==> src/rtl/if_fetch.sv <==
// Instruction-fetch stage: owns the PC, talks to a variable-latency instruction
// memory and feeds the IF/ID register, with stall, redirect and bubble handling.
module if_fetch #(
   parameter logic [31:0] RESET_PC = 32'h0000_0000,
   parameter logic [31:0] NOP      = 32'h0000_0000
) (
   input  logic        clk,
   input  logic        reset,
   input  logic        keep,
   input  logic        redirect,
   input  logic [31:0] redirect_pc,
   output logic        imem_req,
   output logic [31:0] imem_addr,
   input  logic        imem_ready,
   input  logic [31:0] imem_rdata,
   output logic [31:0] fetch_instruction,
   output logic [31:0] IF_PCjia4,
   output logic        fetch_valid,
   output logic [31:0] pc
);

   typedef enum logic [1:0] {
      FETCH = 2'd0,
      HOLD  = 2'd1,
      DRAIN = 2'd2
   } state_t;

   state_t      state_reg, state_next;
   logic [31:0] pc_reg, pc_next;
   logic [31:0] stale_addr_reg, stale_addr_next;
   logic [31:0] ibuf_reg, ibuf_next;

   logic [31:0] target;
   logic [31:0] pc_plus4;
   logic        unused_low_bits;

   // Targets are word aligned; the low two bits of the request are dropped.
   assign target          = {redirect_pc[31:2], 2'b00};
   assign unused_low_bits = ^redirect_pc[1:0];
   assign pc_plus4        = pc_reg + 32'd4;
   assign pc              = pc_reg;

   always_ff @(posedge clk) begin
      if (reset) begin
         state_reg      <= FETCH;
         pc_reg         <= RESET_PC;
         stale_addr_reg <= 32'h0000_0000;
         ibuf_reg       <= NOP;
      end else begin
         state_reg      <= state_next;
         pc_reg         <= pc_next;
         stale_addr_reg <= stale_addr_next;
         ibuf_reg       <= ibuf_next;
      end
   end

   always_comb begin
      state_next        = state_reg;
      pc_next           = pc_reg;
      stale_addr_next   = stale_addr_reg;
      ibuf_next         = ibuf_reg;
      imem_req          = 1'b0;
      imem_addr         = pc_reg;
      fetch_valid       = 1'b0;
      fetch_instruction = NOP;
      IF_PCjia4         = 32'h0000_0000;

      case (state_reg)
         FETCH: begin
            imem_req = 1'b1;
            if (imem_ready && !redirect) begin
               fetch_valid       = 1'b1;
               fetch_instruction = imem_rdata;
               IF_PCjia4         = pc_plus4;
            end
            if (redirect) begin
               pc_next = target;
               // The request in flight cannot be cancelled; remember it and drain.
               if (!imem_ready) begin
                  stale_addr_next = pc_reg;
                  state_next      = DRAIN;
               end
            end else if (imem_ready) begin
               if (keep) begin
                  ibuf_next  = imem_rdata;
                  state_next = HOLD;
               end else begin
                  pc_next = pc_plus4;
               end
            end
         end

         HOLD: begin
            if (!redirect) begin
               fetch_valid       = 1'b1;
               fetch_instruction = ibuf_reg;
               IF_PCjia4         = pc_plus4;
            end
            if (redirect) begin
               pc_next    = target;
               state_next = FETCH;
            end else if (!keep) begin
               pc_next    = pc_plus4;
               state_next = FETCH;
            end
         end

         DRAIN: begin
            imem_req  = 1'b1;
            imem_addr = stale_addr_reg;
            if (redirect) begin
               pc_next = target;
            end
            // Once the stale request completes it must not be issued again.
            if (imem_ready) begin
               state_next = FETCH;
            end
         end

         default: begin
            state_next = FETCH;
         end
      endcase

      if (reset) begin
         imem_req          = 1'b0;
         imem_addr         = pc_reg;
         fetch_valid       = 1'b0;
         fetch_instruction = NOP;
         IF_PCjia4         = 32'h0000_0000;
      end
   end

endmodule

==> config.mk <==
export PLATFORM = sky130hd
export DESIGN_NAME = if_fetch
export DESIGN_NICKNAME = d
export VERILOG_FILES = /design/src/rtl/if_fetch.sv
export SDC_FILE = /design/constraint.sdc
export NUM_CORES = 1
export LEC_CHECK = 0
export ABC_AREA = 1
export BUFFER_PORTS_ARGS = -buffer_cell sky130_fd_sc_hd__buf_4
export CORE_MARGIN = 5
export CORE_UTILIZATION = 50
export CTS_BUF_LIST = sky130_fd_sc_hd__clkbuf_4 sky130_fd_sc_hd__clkbuf_8
export DETAILED_ROUTE_END_ITERATION = 10
export PLACE_DENSITY = 0.81
export SYNTH_ARGS = -nofsm -noshare
export SYNTH_HDL_FRONTEND = slang
export SYNTH_SLANG_ARGS = --single-unit
==> constraint.sdc <==
create_clock -name clk -period 2.05 [get_ports clk]
set_input_delay 0.1025 -clock clk [delete_from_list [all_inputs] [get_ports clk]]
set_output_delay 0.1025 -clock clk [all_outputs]
set_load 0.005 [all_outputs]
==> results.toml <==
[detailed_routing]
wl_per_cell_um = 15.15
routed_via_density = 5.306
dr.pass1.iters = 5
drtIter0Drc = 558
drc_errors = 0
vias = 6102
finalWirelength_mm = 17.42
ant_nets = 0

[clock_network]
cts_max_level = 3
cts.sinks = 94
cts_tree = "built"
clock_latency_ps = 360
cts_max_path_buffers = 2
path_clk_slew_ps = 90
root_buffer = "clkbuf_8"
cts_buffers = 9

[global_route]
first_global_vias = 5403
grt_overflow = 0
grt_usage_pct = 25.07
antenna_found_initial = 0
grt_start_max_net_pins = 61
grt_pass1_wl_mm = 26.69

[place]
io_buffers = 190
dpl-instance-area_sq_um = 6864
dp.cells = 1109
gp_congestion = 0.9285
dp_hpwl_mm = 11.93
pre_cts_ws_ps = 90.40

[floorplanning]
io_pins = 199
core_sq_um = 10320
initial_core_util_pct = 51.44
die_h_um = 113.1
die_w_um = 113.1
num_rows = 37
dieArea_sq_um = 12780

[hold_path]
hp-class = "input pin to register"

[sta]
finalMaxSlewViolations = 0
min_period_over_period_pct = 96.75
fin_skew_ps = 5.535
setup_viol = 0
layout_setup_ws_ps = 66.61
hold_viol = 0
max_freq_mhz = 504.2
min_period_ps = 1983
tightest_slew_ps = 1042
holdWs_ps = 11.68
slew_headroom_pct = 30.43

[logic_synthesis]
syn-instance-count = 817
ys_ff_latch = 94
yosys_warnings = 0
synth_area_sq_um = 5310
synthDistinctLibCells = 27
avgSynthCellArea_sq_um = 6.500
yosysSeqAreaShare_pct = 35.44

[worst_setup_path]
critical_path_peak_fanout = 5
worstSetupStartpointType = "register"
worstPathRequired_ps = 1950
crit_family = "simple AND/OR/NAND/NOR gates"
arrival_ps = 1880
crit_buf_inv = 1
slowest_delay_ps = 440
cp-end-kind = "output pin"
path_class = "register to output pin"
worstPathCellList = "nand2_1 -> nor2_1 -> nand2_1 -> nor2_1 -> nand3b_1 -> a21oi_2 -> buf_4"
critPathSlowestCell = "dfxtp_1"

[layout]
diodes = 0
fin_cells = 1150
fill_cells = 857
synthToLayoutAreaGrowth_pct = 40.03
final_common_cell = "buf_4"
layout_common_cells = "buf_4 (207), nor2_1 (180), nand2_1 (120)"
stdcell_area_sq_um = 7436
drive_gt1_share_pct = 30.87
largest_reg_flops = 32
final_nets = 1079

[pwr]
p_leak_nw = 3.365
power_mw = 4.667
vdd.ir_drop.worst_uv = 489.2
cellPowerDensity_nw_per_um2 = 627.6

[job]
max_cap_viol_count = 0

[status]
status = "completed"
-- metrics by stage --
stage          TNS, ps  utilization [%]
2_1_floorplan        0                -
3_3_place_gp         0            66.49
3_5_place_dp         0            66.49
4_1_cts              0            70.82
5_1_grt         -34.15            72.03
6_report             0            72.03
-- power by group --
part | switching (mW) | internal, mW
Clock | 0.668 | 0.632
Combinational | 0.651 | 0.593
Sequential | 0.140 | 1.98
-- cells by family after synthesis --
logic type,after synthesis,synth area share (%)
AND/OR/NAND/NOR,371,29.31
AO/OA/AOI/OAI,224,22.67
buffers and inverters,104,8.365
flip-flops,94,35.44
XOR/XNOR,15,2.474
multiplexers,7,1.437
adder cells (fa/ha/maj),1,0.2356
other,1,0.07062
-- worst paths after layout --
check / startpoint / depth (start not counted) / slack, ps / endpoint
worst max-delay path: pc[15] / 7 / 70 / IF_PCjia4[31]
worst min-delay path: imem_rdata[3] / 3 / 10 / ibuf_reg[3]
worst max register to register: state_reg[1] / 9 / 190 / ibuf_reg[16]
worst min register to register: ibuf_reg[17] / 2 / 490 / ibuf_reg[17]
-- metal layers --
layer  global-route usage, %  vias up  routed length (um)  share of wire, %
met5                       0        -                   0                 0
met4                   7.692        0                 378               2.2
met3                   4.545       29                1328               7.6
met2                   40.60      255                8362                48
met1                   34.06     2784                7348                42
li1                        -     3034                   -                 -
-- worst reg2reg max path, delay by kind of cell, from the launching register on --
kind          cells  cell delay, ps
simple gates      5             460
buf+inv           4             990
flops             1             360
-- area by class of cell --
type                       instances  area [sq um]  area share (%)
inverter                          46         175.2           2.356
multi-input combinational        625          3113           41.86
tap                              136         170.2           2.288
timing repair buffer             233          1857           24.97
sequential                        94          1912           25.71
clock buffer                      11         151.4           2.036
clock inverter                     5         57.56          0.7740
-- Yosys cell counts (all sizes together) --
cell / count / area [sq um]
a211oi: 1 / 7.510
a21oi: 90 / 450.4
a22oi: 32 / 240.2
and2: 2 / 12.51
buf: 30 / 165.2
clkbuf: 28 / 106.4
conb: 1 / 3.750
dfxtp: 94 / 1882
ha: 1 / 12.51
inv: 46 / 172.7
mux2: 5 / 56.30
mux2i: 2 / 20.02
nand2: 129 / 496.7
nand3: 19 / 95.09
nand3b: 1 / 7.510
nor2: 200 / 820.8
nor3: 1 / 5.000
o21ai: 101 / 505.5
or2: 19 / 118.9
xnor2: 2 / 17.52
xor2: 13 / 113.9
-- what timing repair did --
| action | 4_1_cts | 5_1_grt |
|---|---|---|
| endpoints found under the setup margin | 12 | 61 |
| resized for setup | 11 | 34 |
| gates cloned | 0 | 1 |
| pin swaps | 3 | 11 |
| hold endpoints to repair | 21 | 0 |
| hold buffers | 20 | 0 |
| setup buffers | 1 | 3 |
(Power assumes the default switching activity.)
